===== config.mk =====
export PLATFORM = sky130hd
export DESIGN_NAME = pipeline_hazard_ctrl
export DESIGN_NICKNAME = d
export VERILOG_FILES = /design/src/rtl/pipeline_pkg.sv /design/src/rtl/hazard_fwd_unit.sv /design/src/rtl/pipeline_hazard_ctrl.sv
export SDC_FILE = /design/constraint.sdc
export NUM_CORES = 1
export LEC_CHECK = 0
export BUFFER_PORTS_ARGS = -buffer_cell sky130_fd_sc_hd__buf_4
export CORE_ASPECT_RATIO = 0.75
export CORE_MARGIN = 4
export CORE_UTILIZATION = 43
export CTS_BUF_LIST = sky130_fd_sc_hd__clkbuf_16
export DETAILED_ROUTE_END_ITERATION = 8
export PLACE_DENSITY = 0.91
export SYNTH_ARGS = -nofsm -noshare
export SYNTH_HDL_FRONTEND = slang
export SYNTH_SLANG_ARGS = --single-unit
export TNS_END_PERCENT = 1

===== constraint.sdc =====
create_clock -name clk -period 6.1 [get_ports clk]
set_input_delay 0.915 -clock clk [delete_from_list [all_inputs] [get_ports clk]]
set_output_delay 0.915 -clock clk [all_outputs]
set_load 0.005 [all_outputs]

===== src/rtl/pipeline_pkg.sv =====
// Shared types and widths for the RV32I pipeline sequencer.
// Holds the FSM state encoding, forwarding selects and bus widths.
package pipeline_pkg;

    localparam int XLEN = 32;
    localparam int RA_W = 5;

    typedef enum logic [2:0] {
        ST_IDLE  = 3'd0,
        ST_BOOT  = 3'd1,
        ST_RUN   = 3'd2,
        ST_PAUSE = 3'd3,
        ST_HALT  = 3'd4
    } ctrl_state_e;

    typedef enum logic [1:0] {
        FWD_RF  = 2'b00,
        FWD_MEM = 2'b01,
        FWD_WB  = 2'b10
    } fwd_sel_e;

endpackage


===== src/rtl/hazard_fwd_unit.sv =====
// Combinational load-use detector and EX operand forwarding selects.
// Ports: ID/EX/MEM/WB register ids and write flags in; o_load_use, o_fwd_a/b out.
module hazard_fwd_unit
    import pipeline_pkg::*;
(
    input  logic [RA_W-1:0] i_id_rs1,
    input  logic [RA_W-1:0] i_id_rs2,
    input  logic            i_id_use_rs1,
    input  logic            i_id_use_rs2,
    input  logic [RA_W-1:0] i_ex_rd,
    input  logic            i_ex_mem_read,
    input  logic [RA_W-1:0] i_ex_rs1,
    input  logic [RA_W-1:0] i_ex_rs2,
    input  logic [RA_W-1:0] i_mem_rd,
    input  logic            i_mem_reg_write,
    input  logic [RA_W-1:0] i_wb_rd,
    input  logic            i_wb_reg_write,
    output logic            o_load_use,
    output logic [1:0]      o_fwd_a,
    output logic [1:0]      o_fwd_b
);

    logic w_mem_ok;
    logic w_wb_ok;

    // x0 is hardwired zero, so a write to it is never a forwarding source.
    assign w_mem_ok = i_mem_reg_write && (i_mem_rd != '0);
    assign w_wb_ok  = i_wb_reg_write && (i_wb_rd != '0);

    assign o_load_use = i_ex_mem_read && (i_ex_rd != '0) &&
        ((i_id_use_rs1 && (i_id_rs1 == i_ex_rd)) ||
         (i_id_use_rs2 && (i_id_rs2 == i_ex_rd)));

    // MEM holds the younger result, so it wins over WB.
    always_comb begin
        o_fwd_a = FWD_RF;
        if (w_mem_ok && (i_mem_rd == i_ex_rs1)) begin
            o_fwd_a = FWD_MEM;
        end else if (w_wb_ok && (i_wb_rd == i_ex_rs1)) begin
            o_fwd_a = FWD_WB;
        end
    end

    always_comb begin
        o_fwd_b = FWD_RF;
        if (w_mem_ok && (i_mem_rd == i_ex_rs2)) begin
            o_fwd_b = FWD_MEM;
        end else if (w_wb_ok && (i_wb_rd == i_ex_rs2)) begin
            o_fwd_b = FWD_WB;
        end
    end

endmodule


===== src/rtl/pipeline_hazard_ctrl.sv =====
// Central sequencer for the 5-stage pipeline: boot, run/pause/halt FSM,
// stalls, flushes, forwarding selects and a saturating stall counter.
// Ports: clk/reset(active-low async), run_en, hazard inputs; stage enables,
// flushes, PC load controls, fwd_a/b, state, halted, stall_count out.
module pipeline_hazard_ctrl
    import pipeline_pkg::*;
#(
    parameter int STALL_W = 16
) (
    input  logic               clk,
    input  logic               reset,
    input  logic [XLEN-1:0]    initial_address,
    input  logic               run_en,
    input  logic [RA_W-1:0]    id_rs1,
    input  logic [RA_W-1:0]    id_rs2,
    input  logic               id_use_rs1,
    input  logic               id_use_rs2,
    input  logic [RA_W-1:0]    ex_rd,
    input  logic               ex_mem_read,
    input  logic [RA_W-1:0]    mem_rd,
    input  logic [RA_W-1:0]    wb_rd,
    input  logic               mem_reg_write,
    input  logic               wb_reg_write,
    input  logic               ex_br_taken,
    input  logic [XLEN-1:0]    ex_br_target,
    input  logic               dmem_busy,
    input  logic               wb_halt,
    output logic               pc_en,
    output logic               pc_load,
    output logic [XLEN-1:0]    pc_load_value,
    output logic               if_id_en,
    output logic               id_ex_en,
    output logic               ex_mem_en,
    output logic               mem_wb_en,
    output logic               if_id_flush,
    output logic               id_ex_flush,
    output logic [1:0]         fwd_a,
    output logic [1:0]         fwd_b,
    output logic [2:0]         state,
    output logic               halted,
    output logic [STALL_W-1:0] stall_count
);

    ctrl_state_e        r_state;
    logic [RA_W-1:0]    r_ex_rs1;
    logic [RA_W-1:0]    r_ex_rs2;
    logic [STALL_W-1:0] r_stall_count;
    logic               w_load_use;
    logic               w_stall_inc;

    hazard_fwd_unit u_hfu (
        .i_id_rs1        (id_rs1),
        .i_id_rs2        (id_rs2),
        .i_id_use_rs1    (id_use_rs1),
        .i_id_use_rs2    (id_use_rs2),
        .i_ex_rd         (ex_rd),
        .i_ex_mem_read   (ex_mem_read),
        .i_ex_rs1        (r_ex_rs1),
        .i_ex_rs2        (r_ex_rs2),
        .i_mem_rd        (mem_rd),
        .i_mem_reg_write (mem_reg_write),
        .i_wb_rd         (wb_rd),
        .i_wb_reg_write  (wb_reg_write),
        .o_load_use      (w_load_use),
        .o_fwd_a         (fwd_a),
        .o_fwd_b         (fwd_b)
    );

    // Pipeline control is a pure function of the current state and inputs.
    always_comb begin
        pc_en         = 1'b0;
        pc_load       = 1'b0;
        pc_load_value = '0;
        if_id_en      = 1'b0;
        id_ex_en      = 1'b0;
        ex_mem_en     = 1'b0;
        mem_wb_en     = 1'b0;
        if_id_flush   = 1'b0;
        id_ex_flush   = 1'b0;
        if (r_state == ST_BOOT) begin
            pc_en         = 1'b1;
            pc_load       = 1'b1;
            pc_load_value = initial_address;
            if_id_flush   = 1'b1;
            id_ex_flush   = 1'b1;
        end else if (r_state == ST_RUN) begin
            if (wb_halt) begin
                // Only the halting instruction retires.
                mem_wb_en = 1'b1;
            end else if (dmem_busy) begin
                // Whole pipe frozen; a held branch is seen again afterwards.
            end else if (ex_br_taken) begin
                pc_en         = 1'b1;
                pc_load       = 1'b1;
                pc_load_value = ex_br_target;
                if_id_en      = 1'b1;
                id_ex_en      = 1'b1;
                ex_mem_en     = 1'b1;
                mem_wb_en     = 1'b1;
                if_id_flush   = 1'b1;
                id_ex_flush   = 1'b1;
            end else if (w_load_use) begin
                id_ex_en    = 1'b1;
                ex_mem_en   = 1'b1;
                mem_wb_en   = 1'b1;
                id_ex_flush = 1'b1;
            end else begin
                pc_en     = 1'b1;
                if_id_en  = 1'b1;
                id_ex_en  = 1'b1;
                ex_mem_en = 1'b1;
                mem_wb_en = 1'b1;
            end
        end
    end

    // Count only cycles actually lost; a branch squashes a load-use bubble.
    assign w_stall_inc = (r_state == ST_RUN) && !wb_halt &&
        (dmem_busy || (w_load_use && !ex_br_taken));

    always_ff @(posedge clk or negedge reset) begin
        if (!reset) begin
            r_state <= ST_IDLE;
        end else begin
            unique case (r_state)
                ST_IDLE:  if (run_en) r_state <= ST_BOOT;
                ST_BOOT:  r_state <= ST_RUN;
                ST_RUN: begin
                    if (wb_halt)      r_state <= ST_HALT;
                    else if (!run_en) r_state <= ST_PAUSE;
                end
                ST_PAUSE: begin
                    if (wb_halt)     r_state <= ST_HALT;
                    else if (run_en) r_state <= ST_RUN;
                end
                ST_HALT:  r_state <= ST_HALT;
                default:  r_state <= ST_IDLE;
            endcase
        end
    end

    always_ff @(posedge clk or negedge reset) begin
        if (!reset) begin
            r_ex_rs1 <= '0;
            r_ex_rs2 <= '0;
        end else if (id_ex_flush) begin
            r_ex_rs1 <= '0;
            r_ex_rs2 <= '0;
        end else if (id_ex_en) begin
            r_ex_rs1 <= id_rs1;
            r_ex_rs2 <= id_rs2;
        end
    end

    always_ff @(posedge clk or negedge reset) begin
        if (!reset) begin
            r_stall_count <= '0;
        end else if (w_stall_inc && (r_stall_count != '1)) begin
            r_stall_count <= r_stall_count + 1'b1;
        end
    end

    assign state       = r_state;
    assign halted      = (r_state == ST_HALT);
    assign stall_count = r_stall_count;

endmodule


[Word-level counts from Yosys, hierarchy flattened]
Index checks and enable logic that the tools add are counted.
Word-level totals
  flip-flop bits (word level): 29
  input port bits: 100
  output and inout port bits: 64
  logic and storage cells: 87
Operators by class
  add/subtract/negate cells: 1
  eq/ne operators: 14
  mux-type cells: 44
  reduce and logical (&&, ||, !) cells: 24
Operators by type and width (count)
  $mux W32: 5
  $eq A5 B5 Y1: 6
  $mux W1: 25
  $mux W5: 4
  $add A16 B1 Y16 const B: 1
  $ne A16 B16 Y1 const B: 1
  $mux W3: 5
  $pmux W3 S5: 1
  $reduce_bool A5 Y1: 3
  $logic_and A1 B1 Y1: 14
  $mux W2: 4
  $eq A3 B2 Y1 const B: 2
  $ne A3 B3 Y1 const B: 2
  $eq A3 B1 Y1 const B: 1
  $eq A3 B3 Y1 const B: 1
  $logic_not A3 Y1: 1
  $reduce_and A3 Y1: 1
  $logic_not A1 Y1: 2
  $logic_or A1 B1 Y1: 2
  $ne A2 B2 Y1 const B: 1
  $reduce_bool A2 Y1: 1

[Longest topological paths before layout]
Gate-level depths: netlist of the first run.
  depth after elaboration: 11
  mapped depth: 8
  gate-level depth less buffers: 7

[Cells and area by module]
A second synthesis of the first run with hierarchy kept.
Unflattened totals
  cells, all modules: 213
  area, all modules: 2118.3 µm²
Modules (own cells, without submodules)
  pipeline_hazard_ctrl: times used 1, cells an instance 164, area an instance 1724.2 µm², seq. area each 725.7 µm²
  hazard_fwd_unit: times used 1, cells an instance 49, area an instance 394.1 µm², seq. area each 0.0 µm²

[Worst setup path after synthesis of the first run]
OpenSTA, ideal clock, no wires.
  path type: input-to-output
  start point: input port mem_rd[0]
  end point: output port fwd_a[1]
  arrival time: 2042 ps
  data required time: 5185 ps
  slack: 3143 ps
  stages on the path: 4
  path buffers: 0
  cells stage by stage: or4_1 -> o21ai_0 -> nor4_1 -> nor4_1
Between the ends
  longest elaborated chain between the ends: 4
  elaborated cells between the ends (all ways): 5
  classes of those cells: eq/ne (1); mux (1); reduce/logical (3)
RTL lines
  start: declaration: RTL line pipeline_hazard_ctrl.sv:20  | input logic [RA_W-1:0] mem_rd,
  $reduce_bool A5 Y1: RTL line hazard_fwd_unit.sv:27  | assign w_mem_ok = i_mem_reg_write && (i_mem_rd != '0);
  $logic_and A1 B1 Y1: RTL line hazard_fwd_unit.sv:27
  $logic_and A1 B1 Y1 (*): RTL line hazard_fwd_unit.sv:37  | if (w_mem_ok && (i_mem_rd == i_ex_rs1)) begin
  $mux W2 (*): RTL line hazard_fwd_unit.sv:37
  end: declaration: RTL line pipeline_hazard_ctrl.sv:37  | output logic [1:0] fwd_a,
Mark *: on every way between the ends. The rest lies on a longest branch, timed or not.

[Final worst setup path of the first run]
  start point: register r_state[1], in the netlist state[1]
  end point: output port pc_load_value[21]
Between the ends
  longest elaborated chain between the ends: 3
  elaborated cells between the ends (all ways): 4
  classes of those cells: eq/ne (2); mux (2)
RTL lines
  start: declaration: RTL line pipeline_hazard_ctrl.sv:44  | ctrl_state_e r_state;
  start signal: assignment: RTL line pipeline_hazard_ctrl.sv:123  | r_state <= ST_IDLE;
  start signal: assignment: RTL line pipeline_hazard_ctrl.sv:126  | ST_IDLE: if (run_en) r_state <= ST_BOOT;
  start signal: assignment: RTL line pipeline_hazard_ctrl.sv:127  | ST_BOOT: r_state <= ST_RUN;
  $eq A3 B2 Y1: RTL line pipeline_hazard_ctrl.sv:86  | end else if (r_state == ST_RUN) begin
  $mux W32: RTL line pipeline_hazard_ctrl.sv:86
  $mux W32 (*): RTL line pipeline_hazard_ctrl.sv:80  | if (r_state == ST_BOOT) begin
  end: declaration: RTL line pipeline_hazard_ctrl.sv:30  | output logic [XLEN-1:0] pc_load_value,
Marked as above.

==> results of run 1 <==
-- state kept, by name, indices dropped and copies added, names as in the netlist --
| signal | count |
|---|---|
| r_ex_rs1 | 5 |
| state | 3 |
| stall_count | 16 |
| r_ex_rs2 | 5 |
-- cell families (layout without fill, tap and decap cells) --
kind of cell	after synthesis	count (layout)
simple gates	68	68
xor+xnor	45	45
mux	11	11
fa+ha+maj	1	1
flops	29	29
buf+inv	19	179
compound gates	46	46
-- routing by layer --
layer  up-vias  track usage
met5         -            0
met4         0      0.07603
met2        98       0.4113
li1       1111            -
met3        15      0.04167
met1      1100       0.3077
-- report_power, final --
group,internal (mW),switching (mW),leakage [nW]
clock,0.151,0.0896,0.0621
sequential,0.235,0.0622,0.387
combinational,0.272,0.193,1.37
total,0.658,0.345,1.82
-- cells in the final DEF, fill, tap and decap left out, drive strengths merged, types with 2 or more instances in the layout --
cell,instances
xor2,26
xnor2,19
nand4,5
clkbuf,5
inv,6
dfrtp,29
nand3,7
nor3,11
clkinvlp,3
a22o,32
buf,165
o21ai,2
mux2i,10
nor4,5
a31o,2
or2,4
or4,4
a21boi,2
nor2,19
nand2,7
a211oi,2
-- worst max-delay path, delay by kind of cell (launching register included) --
kind / cells / cell delay [ns]
compound gates: 1 / 0.28
buf+inv: 2 / 0.39
flops: 1 / 0.50
simple gates: 3 / 1.49
-- how the worst max path moves through the flow --
stage	startpoint	end	depth (start not counted)	slack, ns
after floorplan	mem_rd[0]	fwd_a[1]	4	3.14
after global placement	wb_halt	if_id_flush	6	2.44
after detailed placement	wb_halt	if_id_flush	6	2.41
after CTS	state[1]	if_id_flush	6	2.28
after global routing	state[1]	pc_load_value[21]	6	2.08
final	state[1]	pc_load_value[21]	6	2.25
-- through the flow --
| step | area [um2] | power [mW] | worst slack, ns | cells | util |
|---|---|---|---|---|---|
| global route | 3516 | 1.063 | 2.078 | 436 | 0.7603 |
| global placement | 3368 | 0.7479 | 2.445 | 428 | 0.7284 |
| detailed placement | 3368 | 0.7637 | 2.407 | 428 | 0.7284 |
| finish | 3516 | 1.003 | 2.250 | 436 | 0.7603 |
| floorplan | 2138 | 0.5262 | 3.143 | 219 | - |
| CTS | 3516 | 1.010 | 2.275 | 436 | 0.7603 |
-- layout make-up --
class,count,area share
inverters,6,0.006406
clock buffers,5,0.03559
well taps,57,0.02028
repair buffers,165,0.3523
flip-flops and latches,29,0.2064
multi-input cells,171,0.3726
clock inverters,3,0.006406
==> out/qor_table.md, run 1 <==
| Item | Reported |
|:---|:---|
| Number of warnings reported in the yosys synthesis log | 0 |
| Global placement routability congestion | 0.8837 |
| CTS hold repair buffers | 0 |
| Chain of cells forming the critical path | or3b_4, nor3_2, buf_4, and2_1, a22o_1, buf_4 |
| Cell count of the worst hold path | 1 |
| Worst EP required | 5.18 ns |
| Routed WL per cell | 17.81 um |
| Setup fix buffers added after clock tree synthesis | 0 |
| Commonest cells post-synth | a22o_1 (32), dfrtp_1 (29), xor2_1 (26) |
| Deepest clock path buffer count | 2 |
| Via total after detailed routing | 2324 |
| Quantity of I/O buffers inserted on ports | 163 |
| Kind of capture point of the worst setup path | output pin |
| Top cells by area, synth | dfrtp_1 (34%), a22o_1 (13%), xor2_1 (11%) |
| Number of filler cells placed in the layout | 335 |
| Async set-reset flop share out of synthesis | 1.000 |
| Num Clock Sinks | 29 |
| Clock slew at the register clock pins of the worst setup and hold paths | 0.05 ns |
| Layout cell share with drive strength beyond 1 | 0.5013 |
| Vias in the first global route | 2269 |
| Maximum fanout along the worst path | 33 |
| Area share of the largest cell type after synthesis | 0.3394 |
| Detailed-routing wirelength on met1 | 2987 um |
| Mapped Avg Cell Area | 9.764 um2 |
| Net count after synthesis | 320 |
| Endpoint of the worst-slack reg-to-reg timing path | stall_count[1] |
| Clk_lat worst skew | 0.28 ns |
| Unrepaired setup endpoints after global routing | no |
| Wire length of the first global-routing pass | 11830 um |
| Largest net degree at the start of global routing | 36 |
| Post-synthesis register bit count | 29 |
| Via density | 5.330 |
| Tot GR Track Use | 0.2422 |
| Total DRC errors in the routed layout | 0 |
| Number of hold-slack violations in the final timing report | 0 |
| Area leader, netlist | dfrtp_1 |
| Fraction of synthesized area in multiplexers | 0.05208 |
| Dominant synthesized flop cell | dfrtp_1 |
| Power per cell area | 285.2 mW/mm2 |
| Number of antenna violations at the first check in global routing | 0 |
| Total clock buffers created by CTS | 5 |
| Max Freq | 259.7 MHz |
| Remaining Overflow, GRT | 0 |
| Most used cell along the critical path | buf_4 |
| Worst Path Arrival | 2.93 ns |
| Total Wirelength | 7765 um |
| Max Used Layer | met4 |
| Min-Delay Endpoint | stall_count[8] |
| Post-route minimum period | 3.850 ns |
| Post-synthesis to final-layout area growth | 64.42% |
| Number of inserted diodes | 0 |
| Area used by sequential logic in the layout | 725.7 um2 |
| Result of the run | completed |
| Fraction of the mapped netlist area in compound gates | 0.1837 |
| Max-cap violations | 0 |
| Max IR drop VDD | 0.2644 mV |
| First-pass detailed-route iteration total | 4 |
| CP max stage cell | and2_1 |
| Min-delay worst type | reg -> reg |
| Fin crit share | 0.6311 |
| Row cnt | 21 |
| Horiz. Die Dim | 89.43 um |
| Worst hold-check slack | 0.5171 ns |
| Area taken by multi-input logic gates | 0.001310 mm2 |
| Hold wc startpoint | stall_count[8] |
| Post-Synth Adder-Cell Area | 0.005851 |
| Final antenna-violating net count | 0 |
| Total negative slack | 0 ns |
| Count of nets after finishing | 479 |
| Number of pins with negative max-slew slack in the final report | 0 |
| Final number of setup-violating endpoints | 0 |
| Gate count after technology mapping | 219 |
| Slowest stage delay, CP | 0.93 ns |
| Max-Slew Margin vs Limit | 0.2426 |
| Num ports | 164 |
| Startpoint of the lowest-slack register-to-register path | stall_count[0] |
| Setup crit start kind | flip-flop |
| Die Footprint | 0.006177 mm2 |
| Most common cell in the synthesized netlist | a22o_1 |
| Lkg Pwr | 1.820 nW |
| Critical Setup Path Class | reg -> out |
| Root cell of the clock tree | clkbuf_16 |
| Routed wire length on met3 | 667 um |
| Length in cells of the worst reg-to-reg path | 6 |
| Cts repair resizes | 0 |
| Main combinational cell family by area after synthesis | simple AND/OR/NAND/NOR gates |
| Setup slack of the worst register-to-register path | 3.79 ns |
| HPWL Detailed | 6228 um |
| Initial drt markers | 116 |
| Setup skew after layout | 0.004753 ns |
| CTS tree | done |
| Area of the core region | 0.004624 mm2 |
| Amount of wire on met2 after detailed routing | 3952 um |
| Chip Height | 69.07 um |
| Post-Synth XOR/XNOR Area | 0.1843 |
| Effective utilization at floorplan | 0.4624 |
| Synth cell types | 43 |
| Worst slew pin tran | 1.136 ns |
| Count of H-tree levels built during CTS | 2 |
| Share of synthesized cell area in and, or, nand and nor gates | 0.1843 |
| Number of enable flip-flop cells after synthesis | 0 |
| Sequential element share of the synthesized area | 0.3394 |
| Cell area after synthesis | 0.002138 mm2 |
No activity file was read; power rests on OpenSTA's default activity.
==> run 2: changes to the inputs <==
--- a/config.mk
+++ b/config.mk
@@ -8,10 +8,10 @@
 export BUFFER_PORTS_ARGS = -buffer_cell sky130_fd_sc_hd__buf_4
 export CORE_ASPECT_RATIO = 0.75
 export CORE_MARGIN = 4
-export CORE_UTILIZATION = 43
+export CORE_UTILIZATION = 40
 export CTS_BUF_LIST = sky130_fd_sc_hd__clkbuf_16
 export DETAILED_ROUTE_END_ITERATION = 8
-export PLACE_DENSITY = 0.91
+export PLACE_DENSITY = 0.86
 export SYNTH_ARGS = -nofsm -noshare
 export SYNTH_HDL_FRONTEND = slang
 export SYNTH_SLANG_ARGS = --single-unit
==> constraint.sdc (replaced) <==
create_clock -name clk -period 3.8 [get_ports clk]
set_input_delay 0.57 -clock clk [delete_from_list [all_inputs] [get_ports clk]]
set_output_delay 0.57 -clock clk [all_outputs]
set_load 0.005 [all_outputs]
==> run 2 against run 1 <==
Compared with the run above: clock skew shrank 0.0016 ns; sequential share of layout area down 0.088 points; via count fell by 0.82%; die area increased by 6.7%; non-clock buffer count up 1; largest power group unchanged; highest routed layer unchanged.
==> out/qor_table.md, run 2 (same netlist as run 1, synthesis figures left out) <==
| Item | Reported | Delta |
|:---|:---|:---|
| Setup fix buffers added after clock tree synthesis | 0 | unchanged |
| Max IR drop VDD | 0.5006 mV | +89% |
| Min-delay worst type | in -> async |  |
| Routed WL per cell | 17.22 um | -3.3% |
| CTS tree | done |  |
| Die Footprint | 0.006592 mm2 | +6.7% |
| Startpoint of the lowest-slack register-to-register path | stall_count[0] |  |
| Worst Path Arrival | 2.35 ns | -0.58 ns |
| Vias in the first global route | 2333 | +2.8% |
| Most common cell after layout, fill and taps aside | buf_4 |  |
| Final antenna-violating net count | 0 | unchanged |
| Layout cell share with drive strength beyond 1 | 0.4947 | -0.006582 |
| Unrepaired setup endpoints after global routing | no |  |
| Wire length of the first global-routing pass | 11860 um | +0.30% |
| Post-layout instance count excluding filler cells | 452 | +3.7% |
| Length in cells of the worst reg-to-reg path | 6 | unchanged |
| Global placement routability congestion | 0.8306 | -6.0% |
| Max-Slew Margin vs Limit | 0.6442 | +0.4016 |
| Final number of setup-violating endpoints | 0 | unchanged |
| Num Clock Sinks | 29 | unchanged |
| Count of H-tree levels built during CTS | 2 | unchanged |
| Count of nets after finishing | 480 | +0.21% |
| Number of flip-flops under the largest register name | 16 | unchanged |
| Clock slew at the register clock pins of the worst setup and hold paths | 0.05 ns | about the same |
| First-pass detailed-route iteration total | 4 | unchanged |
| Post-route minimum period | 2.918 ns |  |
| Deepest clock path buffer count | 2 | unchanged |
| Cts repair resizes | 0 | unchanged |
| Worst EP required | 3.23 ns | -1.95 ns |
| Horiz. Die Dim | 92.43 um | +3.4% |
| Largest net degree at the start of global routing | 34 | -5.6% |
| Power per cell area | 450.4 mW/mm2 | +58% |
| Fin crit share | 0.7680 |  |
| Pint | 1.050 mW | +60% |
| Setup slack of the worst register-to-register path | 1.49 ns | -2.30 ns |
| Result of the run | completed |  |
| Worst slew pin tran | 0.5323 ns | -0.6038 ns |
| Via total after detailed routing | 2305 | -0.82% |
| Reported net switching power | 0.5400 mW | +57% |
| Tot GR Track Use | 0.2225 | -0.01965 |
| Number of pins with negative max-slew slack in the final report | 0 | unchanged |
| Total Wirelength | 7785 um | +0.26% |
| Number of instances in the placed design | 444 | +3.7% |
| Kind of capture point of the worst setup path | output pin |  |
| Chip Height | 71.32 um | +3.3% |
| Root cell of the clock tree | clkbuf_16 |  |
| Post-synthesis to final-layout area growth | 65.13% |  |
| Via density | 5.100 | -4.3% |
| Clk network pwr share | 0.228 | -0.012 |
| Max Freq | 342.6 MHz |  |
| Number of inserted diodes | 0 | unchanged |
| Endpoint of the worst-slack reg-to-reg timing path | stall_count[1] |  |
| Number of hold-slack violations in the final timing report | 0 | unchanged |
| Max-cap violations | 0 | unchanged |
| HPWL Detailed | 6295 um | +1.1% |
| Lkg Pwr | 1.841 nW | +1.2% |
| Clk_lat worst skew | 0.27 ns | about the same |
| Num ports | 164 | unchanged |
| Combinational power share | 0.474 | +0.010 |
| Top library cells by usage in the layout, fill and taps aside | buf_4 (166), a22o_1 (32), dfrtp_1 (29) |  |
| Proportion of total power due to net switching | 0.3396 | -0.004023 |
| Maximum fanout along the worst path | 33 | unchanged |
| Effective utilization at floorplan | 0.4245 | -0.03790 |
| Row cnt | 22 | +4.8% |
| Initial drt markers | 101 | -13% |
| Area of the core region | 0.005037 mm2 | +8.9% |
| Number of antenna violations at the first check in global routing | 0 | unchanged |
| Setup crit start kind | flip-flop |  |
| Total clock buffers created by CTS | 5 | unchanged |
| CTS hold repair buffers | 0 | unchanged |
| Setup skew after layout | 0.003177 ns | -0.001577 ns |
| Quantity of I/O buffers inserted on ports | 163 | unchanged |
| Total DRC errors in the routed layout | 0 | unchanged |
| Critical Setup Path Class | reg -> out |  |
| Remaining Overflow, GRT | 0 | unchanged |
| Portion of total power attributed to sequential cells | 0.298 | +0.002 |
| Total negative slack | 0 ns | unchanged |
-- run 2: through the flow --
stage / power (mW) / hold slack [ns] / utilization / worst slack, ns / cell area [um2]
global route: 1.696 / 0.2348 / 0.7009 / 0.7457 / 3531
global placement: 1.208 / 0.4882 / 0.6739 / 1.192 / 3395
CTS: 1.600 / 0.2272 / 0.7009 / 0.9011 / 3531
finish: 1.590 / 0.2147 / 0.7009 / 0.8815 / 3531
detailed placement: 1.231 / 0.5013 / 0.6739 / 1.150 / 3395
floorplan: 0.8448 / 0.2744 / - / 1.533 / 2138
-- run 2: how the worst max path moves through the flow --
stage / from / cells after the start / to
final: state[1] / 7 / pc_load
after global routing: state[1] / 7 / if_id_flush
after CTS: state[1] / 7 / pc_load
after detailed placement: ex_rd[3] / 7 / id_ex_flush
after global placement: mem_rd[0] / 6 / fwd_a[1]
after floorplan: mem_rd[0] / 4 / fwd_a[1]
-- run 2: final cells by class --
type	count	area [um2]
Fill cell	425	1506
Multi-Input combinational cell	171	1310
Timing Repair Buffer	166	1246
Sequential cell	29	725.7
Clock buffer	5	125.1
Tap cell	72	90.09
Inverter	6	22.52
Clock inverter	3	11.26
-- run 2: layer usage --
metal / track usage / vias up / wire, um
met5: 0 / - / 0
met4: 0.06919 / 0 / 104
met3: 0.06611 / 10 / 542
met2: 0.3553 / 85 / 3829
met1: 0.2915 / 1093 / 3309
li1: - / 1117 / -
-- run 2: power groups by stage --
| stage | clock [mW] | combinational (mW) | sequential, mW |
|---|---|---|---|
| after floorplan | 0 | 0.395 | 0.450 |
| after global placement | 0 | 0.737 | 0.471 |
| after detailed placement | 0 | 0.756 | 0.475 |
| after CTS | 0.368 | 0.759 | 0.473 |
| after global routing | 0.382 | 0.826 | 0.488 |
| final | 0.363 | 0.754 | 0.474 |
-- run 2: critical path, cell delays in order, from the launching register on --
cell and delay, ns:
dfrtp_1 0.47, or3b_4 0.43, nor3_2 0.10, buf_4 0.27
and2_1 0.16, buf_4 0.31, or2_2 0.21, buf_4 0.11
==> run 3: changes to the inputs <==
==> constraint.sdc (replaced) <==
create_clock -name clk -period 2.9 [get_ports clk]
set_input_delay 0.435 -clock clk [delete_from_list [all_inputs] [get_ports clk]]
set_output_delay 0.435 -clock clk [all_outputs]
set_load 0.005 [all_outputs]
==> run 3 against run 2 <==
Compared with the run above: clock power increased by 31%; non-clock buffer count up 2; die area unchanged; largest cell class unchanged.
==> out/qor_table.md, run 3 (same netlist as run 1, synthesis figures left out) <==
| Item | Reported | Delta |
|:---|:---|:---|
| Setup fix buffers added after clock tree synthesis | 0 | unchanged |
| Effective utilization at floorplan | 0.4245 | unchanged |
| Critical Setup Path Class | reg -> out |  |
| Final antenna-violating net count | 0 | unchanged |
| Top library cells by usage in the layout, fill and taps aside | buf_4 (168), a22o_1 (32), dfrtp_1 (29) |  |
| Quantity of I/O buffers inserted on ports | 163 | unchanged |
| Post-synthesis to final-layout area growth | 65.89% |  |
| Num Clock Sinks | 29 | unchanged |
| Routed WL per cell | 17.11 um | -0.63% |
| Clock slew at the register clock pins of the worst setup and hold paths | 0.05 ns | about the same |
| Worst slew pin tran | 0.5370 ns | +0.004660 ns |
| Pint | 1.394 mW | +33% |
| Total DRC errors in the routed layout | 0 | unchanged |
| Unrepaired setup endpoints after global routing | no |  |
| Deepest clock path buffer count | 2 | unchanged |
| Result of the run | completed |  |
| Kind of capture point of the worst setup path | output pin |  |
| Remaining Overflow, GRT | 0 | unchanged |
| Cts repair resizes | 0 | unchanged |
| Number of filler cells placed in the layout | 426 | +0.24% |
| Max IR drop VDD | 0.5520 mV | +10% |
| Root cell of the clock tree | clkbuf_16 |  |
| Vias in the first global route | 2325 | -0.34% |
| CTS tree | done |  |
| Overall power | 2.103 mW | +32% |
| Final number of setup-violating endpoints | 0 | unchanged |
| HPWL Detailed | 6305 um | +0.17% |
| Clk network pwr share | 0.226 | -0.002 |
| First-pass detailed-route iteration total | 4 | unchanged |
| Maximum fanout along the worst path | 33 | unchanged |
| Number of hold-slack violations in the final timing report | 0 | unchanged |
| Tot GR Track Use | 0.2174 | -0.005182 |
| Setup crit start kind | flip-flop |  |
| Via density | 5.051 | -0.96% |
| Portion of total power attributed to sequential cells | 0.295 | -0.003 |
| Area of the core region | 0.005037 mm2 | unchanged |
| Horiz. Die Dim | 92.43 um | unchanged |
| Reported net switching power | 0.7097 mW | +31% |
| Number of antenna violations at the first check in global routing | 0 | unchanged |
| Initial drt markers | 94 | -6.9% |
| Post-route minimum period | 2.565 ns |  |
| Clk_lat worst skew | 0.27 ns | about the same |
| Num ports | 164 | unchanged |
| Row cnt | 22 | unchanged |
| Most common cell after layout, fill and taps aside | buf_4 |  |
| Via total after detailed routing | 2293 | -0.52% |
| Proportion of total power due to net switching | 0.3374 | -0.002167 |
| Number of inserted diodes | 0 | unchanged |
| Largest net degree at the start of global routing | 34 | unchanged |
| Length in cells of the worst reg-to-reg path | 6 | unchanged |
| Fin crit share | 0.8846 |  |
| Layout cell share with drive strength beyond 1 | 0.5000 | +0.005263 |
| Total clock buffers created by CTS | 5 | unchanged |
| Wire length of the first global-routing pass | 11610 um | -2.1% |
| Number of pins with negative max-slew slack in the final report | 0 | unchanged |
| Max-Slew Margin vs Limit | 0.6411 | -0.003115 |
| Count of H-tree levels built during CTS | 2 | unchanged |
| Lkg Pwr | 1.843 nW | about the same |
| Global placement routability congestion | 0.8392 | +1.0% |
| Combinational power share | 0.479 | +0.005 |
| Min-delay worst type | in -> async |  |
| CTS hold repair buffers | 0 | unchanged |
| Number of flip-flops under the largest register name | 16 | unchanged |
| Total Wirelength | 7770 um | -0.19% |
| Max-cap violations | 0 | unchanged |
| Total negative slack | 0 ns | unchanged |
| Power per cell area | 592.9 mW/mm2 | +32% |
| Count of nets after finishing | 482 | +0.42% |
| Max Freq | 389.8 MHz |  |
| Setup skew after layout | 0.003189 ns | +0.00001263 ns |
| Chip Height | 71.32 um | unchanged |
| Die Footprint | 0.006592 mm2 | unchanged |
| Worst EP required | 2.47 ns | -0.76 ns |
| Worst Path Arrival | 2.13 ns | -0.22 ns |
-- run 3: per-stage QoR --
stage	utilization	worst slack [ns]	cell area, um2	hold slack [ns]	cells
after floorplan	-	0.7963	2138	0.1394	219
after global placement	0.6769	0.5701	3410	0.3762	446
after detailed placement	0.6769	0.5507	3410	0.3831	446
after CTS	0.7042	0.3175	3547	0.09123	454
after global routing	0.7042	0.1898	3547	0.1121	454
final	0.7042	0.3347	3547	0.08173	454
-- run 3: worst paths after layout --
path,from,endpoint,slack (ns)
setup / recovery,state[1],pc_load_value[7],0.33
hold / removal,reset,stall_count[11],0.08
setup reg to reg,stall_count[0],stall_count[1],0.59
hold reg to reg,stall_count[8],stall_count[8],0.50
max in group asynchronous,reset,r_ex_rs2[1],2.54
min in group clk,wb_halt,state[1],0.40
-- run 3: critical path: stages, from the launching register on --
cell and delay (ns):
dfrtp_1 0.48, or3b_4 0.44, nor3_2 0.15, and2_1 0.14, buf_4 0.31, a22o_1 0.21
buf_4 0.12
-- run 3: layout make-up --
class	instances	area [um2]	area share
Sequential cell	29	725.7	0.2046
Timing Repair Buffer	168	1261	0.3556
Tap cell	72	90.09	0.02540
Clock inverter	3	12.51	0.003527
Multi-Input combinational cell	171	1310	0.3693
Inverter	6	22.52	0.006349
Clock buffer	5	125.1	0.03527
-- run 3: power by group through the flow --
stage	logic (mW)	clock network, mW	registers, mW
2_1_floorplan	0.518	0	0.589
3_3_place_gp	0.984	0	0.617
5_1_grt	1.09	0.500	0.633
6_report	1.01	0.476	0.619
3_5_place_dp	1.01	0	0.622
4_1_cts	1.02	0.484	0.618
-- run 3: metal layers --
metal  GRT usage  part of all wire
met5           0                 0
met4     0.04119            0.0048
met3     0.04407             0.068
met2      0.3706              0.50
met1      0.2887              0.42
